**src/rtl/can_frame_player.sv**
```systemverilog
// can_frame_player: FIFO-buffered CAN bit-stream source for the receive line.
// Define CAN_PLAYER_STUFF_EN to insert stuff bits after five identical bits.
module can_frame_player #(
  parameter int MAX_LEN = 151,
  parameter int DEPTH   = 4,
  parameter int LEN_W   = 8,
  parameter int GAP     = 3
) (
  input  logic               clk,
  input  logic               rst,
  input  logic               samplePoint,
  input  logic               wrEn,
  input  logic [MAX_LEN-1:0] wrData,
  input  logic [LEN_W-1:0]   wrLen,
  output logic               full,
  output logic               wrErr,
  output logic               canRX,
  output logic               isStuff,
  output logic               busy,
  output logic               frameStart,
  output logic               frameDone,
  output logic [LEN_W-1:0]   bitCount
);
  localparam int AW = $clog2(DEPTH);
  localparam int PW = AW + 1;
  localparam int GW = $clog2(GAP + 1);
  localparam int EW = LEN_W + MAX_LEN;

  typedef enum logic [1:0] {
    S_IDLE,
    S_SEND,
    S_GAP
  } state_t;

  logic [EW-1:0]      mem [DEPTH];
  logic [PW-1:0]      wr_ptr;
  logic [PW-1:0]      rd_ptr;
  logic               empty;
  logic               pop;
  logic               push;
  logic               len_ok;
  logic [LEN_W-1:0]   rd_len;
  logic [MAX_LEN-1:0] rd_data;
  logic [LEN_W-1:0]   shamt;
  logic [MAX_LEN-1:0] aligned;

  state_t             state;
  state_t             state_n;
  logic [MAX_LEN-1:0] shreg;
  logic [MAX_LEN-1:0] shreg_n;
  logic [LEN_W-1:0]   rem;
  logic [LEN_W-1:0]   rem_n;
  logic [LEN_W-1:0]   bcnt_n;
  logic [GW-1:0]      gcnt;
  logic [GW-1:0]      gcnt_n;
  logic               rx_n;
  logic               start_n;
  logic               done_n;
  logic               stuff_due;

  assign empty = wr_ptr == rd_ptr;
  assign full  = (wr_ptr[AW] != rd_ptr[AW]) &&
                 (wr_ptr[AW-1:0] == rd_ptr[AW-1:0]);
  assign busy  = (state != S_IDLE) || !empty;

  assign {rd_len, rd_data} = mem[rd_ptr[AW-1:0]];
  assign len_ok = (wrLen != '0) && (wrLen <= LEN_W'(MAX_LEN));
  assign push   = wrEn && len_ok && (!full || pop);

  // Left-align the frame so the first bit always sits at the MSB.
  assign shamt   = LEN_W'(MAX_LEN) - rd_len;
  assign aligned = rd_data << shamt;

  always_ff @(posedge clk) begin
    if (push) mem[wr_ptr[AW-1:0]] <= {wrLen, wrData};
  end

  always_ff @(posedge clk or posedge rst) begin
    if (rst) begin
      wr_ptr <= '0;
      rd_ptr <= '0;
      wrErr  <= 1'b0;
    end else begin
      if (push) wr_ptr <= wr_ptr + PW'(1);
      if (pop)  rd_ptr <= rd_ptr + PW'(1);
      wrErr <= wrEn && !push;
    end
  end

`ifdef CAN_PLAYER_STUFF_EN
  logic [2:0] run;
  logic [2:0] run_n;
  logic       stuff_n;

  assign stuff_due = run == 3'd5;

  always_ff @(posedge clk or posedge rst) begin
    if (rst) begin
      run     <= '0;
      isStuff <= 1'b0;
    end else begin
      run     <= run_n;
      isStuff <= stuff_n;
    end
  end
`else
  assign stuff_due = 1'b0;
  assign isStuff   = 1'b0;
`endif

  always_comb begin
    state_n = state;
    shreg_n = shreg;
    rem_n   = rem;
    bcnt_n  = bitCount;
    gcnt_n  = gcnt;
    rx_n    = canRX;
    start_n = 1'b0;
    done_n  = 1'b0;
    pop     = 1'b0;
`ifdef CAN_PLAYER_STUFF_EN
    run_n   = run;
    stuff_n = isStuff;
`endif
    if (samplePoint) begin
      unique case (state)
        S_IDLE: begin
          rx_n = 1'b1;
`ifdef CAN_PLAYER_STUFF_EN
          stuff_n = 1'b0;
`endif
          if (!empty) begin
            pop     = 1'b1;
            rx_n    = aligned[MAX_LEN-1];
            shreg_n = aligned << 1;
            rem_n   = rd_len - LEN_W'(1);
            bcnt_n  = LEN_W'(1);
            start_n = 1'b1;
            state_n = S_SEND;
`ifdef CAN_PLAYER_STUFF_EN
            run_n   = 3'd1;
`endif
          end
        end
        S_SEND: begin
          if (stuff_due) begin
            rx_n = ~canRX;
`ifdef CAN_PLAYER_STUFF_EN
            stuff_n = 1'b1;
            run_n   = 3'd1;
`endif
          end else if (rem == '0) begin
            rx_n    = 1'b1;
            done_n  = 1'b1;
            gcnt_n  = GW'(1);
            state_n = (GAP == 1) ? S_IDLE : S_GAP;
`ifdef CAN_PLAYER_STUFF_EN
            stuff_n = 1'b0;
`endif
          end else begin
            rx_n    = shreg[MAX_LEN-1];
            shreg_n = shreg << 1;
            rem_n   = rem - LEN_W'(1);
            bcnt_n  = bitCount + LEN_W'(1);
`ifdef CAN_PLAYER_STUFF_EN
            stuff_n = 1'b0;
            run_n   = (shreg[MAX_LEN-1] == canRX) ? run + 3'd1 : 3'd1;
`endif
          end
        end
        S_GAP: begin
          rx_n   = 1'b1;
          gcnt_n = gcnt + GW'(1);
          if (gcnt_n == GW'(GAP)) state_n = S_IDLE;
        end
        default: state_n = S_IDLE;
      endcase
    end
  end

  always_ff @(posedge clk or posedge rst) begin
    if (rst) begin
      state      <= S_IDLE;
      shreg      <= '0;
      rem        <= '0;
      bitCount   <= '0;
      gcnt       <= '0;
      canRX      <= 1'b1;
      frameStart <= 1'b0;
      frameDone  <= 1'b0;
    end else begin
      state      <= state_n;
      shreg      <= shreg_n;
      rem        <= rem_n;
      bitCount   <= bcnt_n;
      gcnt       <= gcnt_n;
      canRX      <= rx_n;
      frameStart <= start_n;
      frameDone  <= done_n;
    end
  end

endmodule

```
**config.mk**
```make
export PLATFORM = sky130hd
export DESIGN_NAME = can_frame_player
export DESIGN_NICKNAME = d
export VERILOG_FILES = /design/src/rtl/can_frame_player.sv
export SDC_FILE = /design/constraint.sdc
export NUM_CORES = 1
export LEC_CHECK = 0
export CORE_ASPECT_RATIO = 1.2
export CORE_MARGIN = 1.5
export CORE_UTILIZATION = 30
export CTS_CLUSTER_DIAMETER = 150
export DETAILED_ROUTE_END_ITERATION = 8
export PLACE_DENSITY = 0.59
export SYNTH_ARGS = -nofsm -noshare
export SYNTH_HDL_FRONTEND = slang
export SYNTH_SLANG_ARGS = --single-unit
```
**constraint.sdc**
```tcl
create_clock -name clk -period 5.7 [get_ports clk]
set_input_delay 1.14 -clock clk [delete_from_list [all_inputs] [get_ports clk]]
set_output_delay 1.14 -clock clk [all_outputs]
set_load 0.02 [all_outputs]
```
# After elaboration in Yosys (flattened, before gate mapping)
# Memory sizes are Yosys's and may differ from the RTL's.
# Cells that the tools add are included.
dict set report totals {
  in_bits 163
  latchBits 0
  out_inout_bits 15
  register_bits 181
  ram_bits 636
  romBits 0
  n_memories 1
}
# name words word_bits rd rd_ports_with_merged_regs wr line
set mem_list {}
lappend mem_list {mem 4 159 1 0 1 35} ;# logic [EW-1:0] mem [DEPTH];
dict set report classes {
  shifts 1
  n_addsub 7
  mux 26
  div_mod_pow 0
  n_eq_ne 10
  bitwise 0
  reduce_logical 21
  n_lt_le_gt_ge 1
  mul 0
}
# cell n
set ops {}
lappend ops {{$mux 151} 2}
lappend ops {{$pmux 151 s2} 1}
lappend ops {{$shl 151x8->151} 1}
lappend ops {{$mux 8} 4}
lappend ops {{$pmux 8 s2} 2}
lappend ops {{$sub 8x1->8 const B} 2}
lappend ops {{$mux 1} 10}
lappend ops {{$add 8x1->8 const B} 1}
lappend ops {{$le 8x8->1 const B} 1}
lappend ops {{$logic_not 8->1} 1}
lappend ops {{$mux 2} 4}
lappend ops {{$ne 2x2->1 const B} 4}
lappend ops {{$reduce_and 4->1} 2}
lappend ops {{$reduce_bool 8->1} 1}
lappend ops {{$sub 8x8->8 const A} 1}
lappend ops {{$add 3x1->3 const B} 2}
lappend ops {{$pmux 2 s3} 1}
lappend ops {{$reduce_bool 2->1} 3}
lappend ops {{$logic_and 1x1->1} 5}
lappend ops {{$eq 2x2->1 const B} 2}
lappend ops {{$pmux 2 s2} 1}
lappend ops {{$eq 3x3->1} 1}
lappend ops {{$logic_not 1->1} 3}
lappend ops {{$pmux 1 s3} 1}
lappend ops {{9 further kinds} 10}

# Longest topological paths before layout
# Gate-level depths: netlist of run 1.
dict set report logic_depth {
  depth_word 8
  mapped_depth 22
  ltp_nobuf 11
}

# Worst setup path after synthesis of run 1
# OpenSTA, ideal clock, no wires.
dict set report synth_timing {
  kind {input -> register}
  start {input wrLen[4]}
  end {memory mem[3][0] (netlist bit), enable pin}
  setup_slack_ns -0.550
  path_stages 5
  t_arrival_ns 5.710
  t_required_ns 5.161
  cell_sequence {a211o_1 a22oi_1 nand2_1 a21oi_1 and2_1}
}
dict set report synth_between {
  elab_chain_len 6
}
# item line
set synth_lines {}
lappend synth_lines {{start, declared} 14} ;# input logic [LEN_W-1:0] wrLen,
lappend synth_lines {{$le 8x8->1 / $reduce_bool 8->1 (equally long branches)} 67} ;# assign len_ok = (wrLen != '0) && (wrLen <= LEN_W'(MAX_LEN));
lappend synth_lines {{$logic_and 1x1->1 *} 67}
lappend synth_lines {{$logic_and 1x1->1 * (2 in a row)} 68} ;# assign push = wrEn && len_ok && (!full || pop);
lappend synth_lines {{$mux 1 *} 75} ;# if (push) mem[wr_ptr[AW-1:0]] <= {wrLen, wrData};
lappend synth_lines {{$mux 1 (implied by the code) *} 75}
lappend synth_lines {{end, declared} 35}
# Mark *: on every way between the ends. The rest lies on a longest branch, timed or not.

# Final worst setup path of run 1
dict set report layout_timing {
  start {register rd_ptr[0]}
  end {register shreg[64]}
}
dict set report layout_between {
  elab_chain_len 5
}
# item line
set layout_lines {}
lappend layout_lines {{start, declared} 37} ;# logic [PW-1:0] rd_ptr;
lappend layout_lines {{start signal, assigned} 85} ;# if (pop) rd_ptr <= rd_ptr + PW'(1);
lappend layout_lines {{$mem_v2 4x159} -}
lappend layout_lines {{$sub 8x8->8} 71} ;# assign shamt = LEN_W'(MAX_LEN) - rd_len;
lappend layout_lines {{$shl 151x8->151} 72} ;# assign aligned = rd_data << shamt;
lappend layout_lines {{$mux 151} 132} ;# if (!empty) begin
lappend layout_lines {{$pmux 151 s2} 126} ;# unique case (state)
lappend layout_lines {{end signal, assigned} 193} ;# shreg <= shreg_n;
lappend layout_lines {{end, declared} 49} ;# logic [MAX_LEN-1:0] shreg;
# Several ways; a longest one is shown, not always the timed one. The select of a mux whose other input is x is not followed.
# A chain may end at the register's enable or synchronous reset.

==> out/qor.csv, run 1 <==
metric,value,unit
setup tns final,0,ns
final worst slack,0.649,ns
Synth area leaders,"edfxtp_1, mux4_2, dfrtp_1",
synth warn,0,
DR vias,33509,
# hold bufs at CTS,0,
period utilization,88.6,%
# H-tree levels,3,
Hold Path Class,reg -> reg,
first-pass GRT wire length,248,mm
Critical Path Start Type,register,
Setup-failing EPs final,0,
"Core Util, Final",35.4,%
die area,150000,sq um
Initial Utilization,30.2,%
WL/cell,31.2,microns
share of layout cells above drive strength 1,20.5,%
aggregate global routing overflow,0,
Initial DRC Count,4332,
pre-CTS WS,0.608,ns
antenna violations before repair,7,
CTS resizes,0,
Critical path buffers and inverters,1,
antenna violation net count after detailed routing,0,
"commonest non-fill, non-tap cell in the layout",edfxtp_1,
"Hold Vio Cnt, Final",0,
min Tclk post-route,5.05,ns
Achievable Freq,0.198,GHz
Synth Register Bits,816,
relative slew slack,20.2,%
Required @ worst endpoint,6.34,ns
core area,147000,sq um
main flop type after synthesis,edfxtp_1,
register area share after synthesis,53.3,%
Netlist cell types,83,
clk buf depth,3,
Max Slew Vio Count,0,
latest clock arrival within the worst-skew pair,0.75,ns
Avg Synthesized Cell Area,12.9,sq um
Worst path top cell family by delay,compound AO/OA/AOI/OAI gates,
cell mode on critical path,a222oi_1,
nets,3770,
ys async rst share,22.1,%
DRC,0,
root buffer cell,clkbuf_16,
TritonCTS clock tree,built,
Clock transition at path regs,0.06,ns
Syn Nets,3597,
CP Class,reg -> reg,
HPWL Detailed,129,mm
postcts setup bufs,0,
critical path's slowest cell,mux4_4,
Via density,5.97,
largest net degree at the start of global routing,115,
Critical Path Max Stage Delay,1.03,ns
"Critical Path, Cell by Cell","mux4_4, buf_12, mux2_2, a222oi_1, o2bb2ai_1, a211o_1, a222oi_1, o21ai_0, o21a_1",
vias in the first global route,32966,
skew final,0.0779,ns
number of flops mapped to enable cells by yosys,636,
port buffer count,176,
Syn Inst Count,3421,
max-cap violations,0,
I/O pin count,178,
WP data arrival,5.69,ns
Die Height,424,microns
placer congestion estimate,1.07,
Crit Path Max Fanout,40,
die width,354,microns
Crit. End Element,register,
Yosys top cell by area,edfxtp_1,
global-route usage over all layers,22.8,%
Area Growth Syn to Fin,17.2,%
mapped cell area,44300,sq um
worst-margin pin slew,1.20,ns
status,"complete, no violations",
most frequent cells in the layout,"edfxtp_1, nor2_1, mux2i_1",
Post-Route WL,175,mm
FP Rows,154,
Synth top area share,43.1,%
# clock sinks,816,
TritonCTS buffer count,84,
RSZ-0062 raised after global routing,no,
TritonRoute pass-1 iters,9,
==> cell type report <==
type	count	area (sq um)
multi-input cells	2296	19400
clock buffers	97	2170
clock inverters	54	588
inverters	16	66.3
diodes	1	2.50
well taps	1950	2440
flip-flops and latches	816	23600
repair buffers	380	3620
fillers	14127	94700
==> cell usage after synthesis (all sizes together) (10+ instances only) <==
library cell / count
nor3: 44
edfxtp: 636
mux4: 223
a21oi: 131
nand2b: 22
inv: 16
nor2b: 15
o21a: 27
o2111ai: 10
a222oi: 19
a211oi: 34
ha: 13
nor2: 303
clkbuf: 129
xnor2: 13
o2bb2ai: 12
a22oi: 37
o22a: 16
a31oi: 29
o22ai: 109
o31ai: 11
a211o: 13
a221oi: 68
dfrtp: 179
mux2i: 293
a21o: 10
xor2: 12
a22o: 24
a2bb2oi: 10
buf: 164
o21ai: 169
or2: 18
and3: 18
mux2: 144
nand3: 43
o211ai: 55
nand2: 191
and2: 21
o221ai: 24
a221o: 11
==> worst paths after layout <==
check	start	end	cells after the start	slack [ns]
min in group asynchronous	rst	bitCount[6]	2	0.88
hold / removal	shreg[32]	shreg[32]	2	0.48
max in group asynchronous	rst	shreg[126]	3	3.62
setup reg to reg	rd_ptr[0]	shreg[64]	9	0.65
setup / recovery	rd_ptr[0]	shreg[64]	9	0.65
hold reg to reg	shreg[32]	shreg[32]	2	0.48
==> cell families (layout without fill, tap and decap cells) <==
family | Yosys count | count (layout) | synth area share, %
xor gates and xnor gates | 25 | 25 | 0.495
buffers and inverters | 309 | 547 | 3.16
DFF | 816 | 816 | 53.3
other | 1 | 2 | 0.00847
adders and majority gates | 13 | 13 | 0.367
muxes | 660 | 660 | 21.6
AOI/OAI and AO/OA | 891 | 891 | 14.0
and+or+nand+nor | 706 | 706 | 6.98
==> routing by layer <==
metal | part of all wire, % | GRT usage, % | vias up
met5 | 0.053 | 0 | -
met4 | 6.7 | 13.7 | 12
met3 | 7.8 | 4.47 | 537
met2 | 45 | 35.2 | 1829
met1 | 40 | 29.7 | 17092
li1 | - | - | 14039
==> tightest hold or removal path: stages, from the launching register on <==
cell     delay [ns]
dfrtp_1        0.34
nand2_1        0.05
o21ai_0        0.06
==> through the flow <==
stage	std cells	instance area [sq um]	hold WS, ns
5_1_grt	5609	51900	0.503
3_3_place_gp	5457	49100	0.461
4_1_cts	5609	51900	0.483
6_report	5610	51900	0.478
2_1_floorplan	3421	44300	0.444
3_5_place_dp	5458	49100	0.471
==> sequential cells by signal, summed over array words and instances (netlist names) <==
name,count
rd_ptr,3
rem,8
state,2
frameDone,1
shreg,150
bitCount,8
frameStart,1
mem,636
wr_ptr,3
canRX,1
gcnt,2
wrErr,1
Power of run 1 is left out: the tool's default activity adds up to more than one toggle a clock period on the data nets, which glitch-free logic cannot reach.
==> inputs of run 2 (changes only) <==
--- a/config.mk
+++ b/config.mk
@@ -5,6 +5,7 @@
 export SDC_FILE = /design/constraint.sdc
 export NUM_CORES = 1
 export LEC_CHECK = 0
+export ABC_AREA = 1
 export CORE_ASPECT_RATIO = 1.2
 export CORE_MARGIN = 1.5
 export CORE_UTILIZATION = 30
==> run 2 against run 1 <==
Sequential cell count unchanged. Count of clock-buffer cells in the layout fell by 4. Sequential share of layout area rose by 1.3 points. Synthesized cell count up 59%. Final cell count grew 32%. Setup slack better by 0.70 ns. Via count is 18% higher. Clock skew is 0.034 ns lower. Design area down 2.7%. Routed wire length down 6.5%. Core utilization fell by 1.1 points. First-iteration DRC count rose by 18%. Critical path type unchanged.
==> out/qor.csv, run 2 <==
metric,value,unit
placer congestion estimate,0.993,
most frequent cell after synthesis,nand2_1,
Critical Path Max Stage Delay,0.74,ns
TritonCTS buffer count,82,
Syn Nets,5600,
largest net degree at the start of global routing,168,
ys async rst share,22.1,%
FP Rows,154,
Avg Synthesized Cell Area,8.21,sq um
Post-DP Area,47700,sq um
Crit. End Element,register,
die width,355,microns
most frequent cells in the layout,"nand2_1, nand3_1, edfxtp_1",
cell mode on critical path,nand3_1,
"commonest non-fill, non-tap cell in the layout",nand2_1,
Clock transition at path regs,0.06,ns
mapped cell area,44500,sq um
Post-synth top cells,"nand2_1, nand3_1, edfxtp_1, dfrtp_1, a21oi_1",
WL/cell,22.1,microns
Critical Path Start Type,register,
"Hold Vio Cnt, Final",0,
"Critical Path, Cell by Cell","buf_12, buf_4, nand2_1, nand3_1, nand2_1, nand2_1, nand2_1, nand2_1, nand3_1, nand3_1, nand3_1, nand3_1, nand3_1, nand3_1, nand3_1, nand2_1",
Critical path buffers and inverters,2,
Worst path top cell family by delay,simple AND/OR/NAND/NOR gates,
hold_sp,shreg[112],
Max Slew Vio Count,0,
TritonCTS clock tree,built,
critical path's slowest cell,dfrtp_4,
CP Launch Point,rd_ptr[0],
WP data arrival,5.00,ns
first-pass GRT wire length,241,mm
status,"complete, no violations",
max FFs per register,636,
Initial DRC Count,5131,
# H-tree levels,3,
Synth top area share,42.9,%
period utilization,76.4,%
global-route usage over all layers,21.2,%
TritonRoute pass-1 iters,6,
Post-Route WL,164,mm
RSZ-0062 raised after global routing,no,
Required @ worst endpoint,6.35,ns
relative slew slack,17.5,%
die area,151000,sq um
Area Growth Syn to Fin,13.4,%
clk buf depth,3,
reg2reg start,rd_ptr[0],
Setup-failing EPs final,0,
skew final,0.0435,ns
latest clock arrival within the worst-skew pair,0.73,ns
Yosys top cell by area,edfxtp_1,
nets,5562,
Finished Layout Cells,7405,
Hold Path Class,reg -> reg,
root buffer cell,clkbuf_16,
Achievable Freq,0.230,GHz
Die Height,425,microns
share of layout cells above drive strength 1,4.80,%
Initial Utilization,30.3,%
# hold bufs at CTS,0,
antenna violations before repair,5,
max-cap violations,0,
register area share after synthesis,53.0,%
CTS resizes,0,
synth warn,0,
# clock sinks,816,
min Tclk post-route,4.35,ns
postcts setup bufs,0,
Cell Count Post-Placement,7252,
port buffer count,176,
Syn Inst Count,5424,
main flop type after synthesis,edfxtp_1,
Netlist cell types,47,
Synth Register Bits,816,
aggregate global routing overflow,0,
DRC,0,
CP Class,reg -> reg,
number of flops mapped to enable cells by yosys,636,
core area,147000,sq um
Synth area leaders,"edfxtp_1, nand3_1, nand2_1",
vias in the first global route,36515,
worst-margin pin slew,1.24,ns
antenna violation net count after detailed routing,0,
HPWL Detailed,115,mm
Crit Path Max Fanout,151,
I/O pin count,178,
Final Cell Area,50500,sq um
Via density,5.35,
DR vias,39642,
run 2: changes by cell type after synthesis, sizes merged, moves of 45 or more:
cell / change
a21oi: +45
a221oi: -67
buf: +136
inv: +87
mux2: -144
mux2i: -293
mux4: -223
nand2: +1784
nand3: +1523
nor2: -158
o211ai: -46
o21ai: -49
o22ai: -108
run 2: final timing paths:
check,endpoint,slack [ns],cells after the start
setup / recovery,shreg[132],1.35,16
hold / removal,shreg[112],0.48,2
setup reg to reg,shreg[132],1.35,16
hold reg to reg,shreg[112],0.48,2
max in group asynchronous,shreg[141],3.58,3
min in group asynchronous,rem[6],0.90,2
run 2: kinds of logic (layout without fill, tap and decap cells):
family	after synthesis	in the layout	share of synthesized area, %
AOI/OAI and AO/OA	367	367	4.49
other	1	3	0.00843
xor gates and xnor gates	13	13	0.298
adders and majority gates	13	13	0.365
DFF	816	816	53.0
and+or+nand+nor	3725	3725	36.2
buffers and inverters	489	518	5.63
run 2: cell type report:
type	count	area, sq um
Tap cell	1950	2440
Sequential cell	816	23600
Inverter	103	418
Fill cell	15283	96500
Timing Repair Buffer	264	2720
Clock buffer	93	2140
Multi-Input combinational cell	4119	18500
Clock inverter	58	641
Antenna cell	2	5.00
run 2: worst reg2reg max path, stage by stage, from the launching register on:
cell and delay [ns]:
dfrtp_4 0.74, buf_12 0.55, buf_4 0.90, nand2_1 0.14, nand3_1 0.12, nand2_1 0.17
nand2_1 0.13, nand2_1 0.05, nand2_1 0.08, nand3_1 0.13, nand3_1 0.16, nand3_1 0.25
nand3_1 0.24, nand3_1 0.27, nand3_1 0.22, nand3_1 0.09, nand2_1 0.08
run 2: metrics by stage:
stage	TNS [ns]	util, %	hold WS, ns	setup slack, ns
finish	0	34.3	0.481	1.35
global placement	0	32.4	0.466	1.36
global route	0	34.3	0.508	1.11
detailed placement	0	32.4	0.466	1.39
floorplan	-380.56	-	0.447	-0.798
CTS	0	34.3	0.485	1.48
run 2: routing by layer:
layer	wire length (microns)	part of all wire, %	GRT usage, %
met5	24	0.015	0
met4	6750	4.1	8.92
met3	10700	6.6	2.40
met2	77400	47	34.6
met1	68800	42	28.5
Power of run 2 is left out for the same reason.
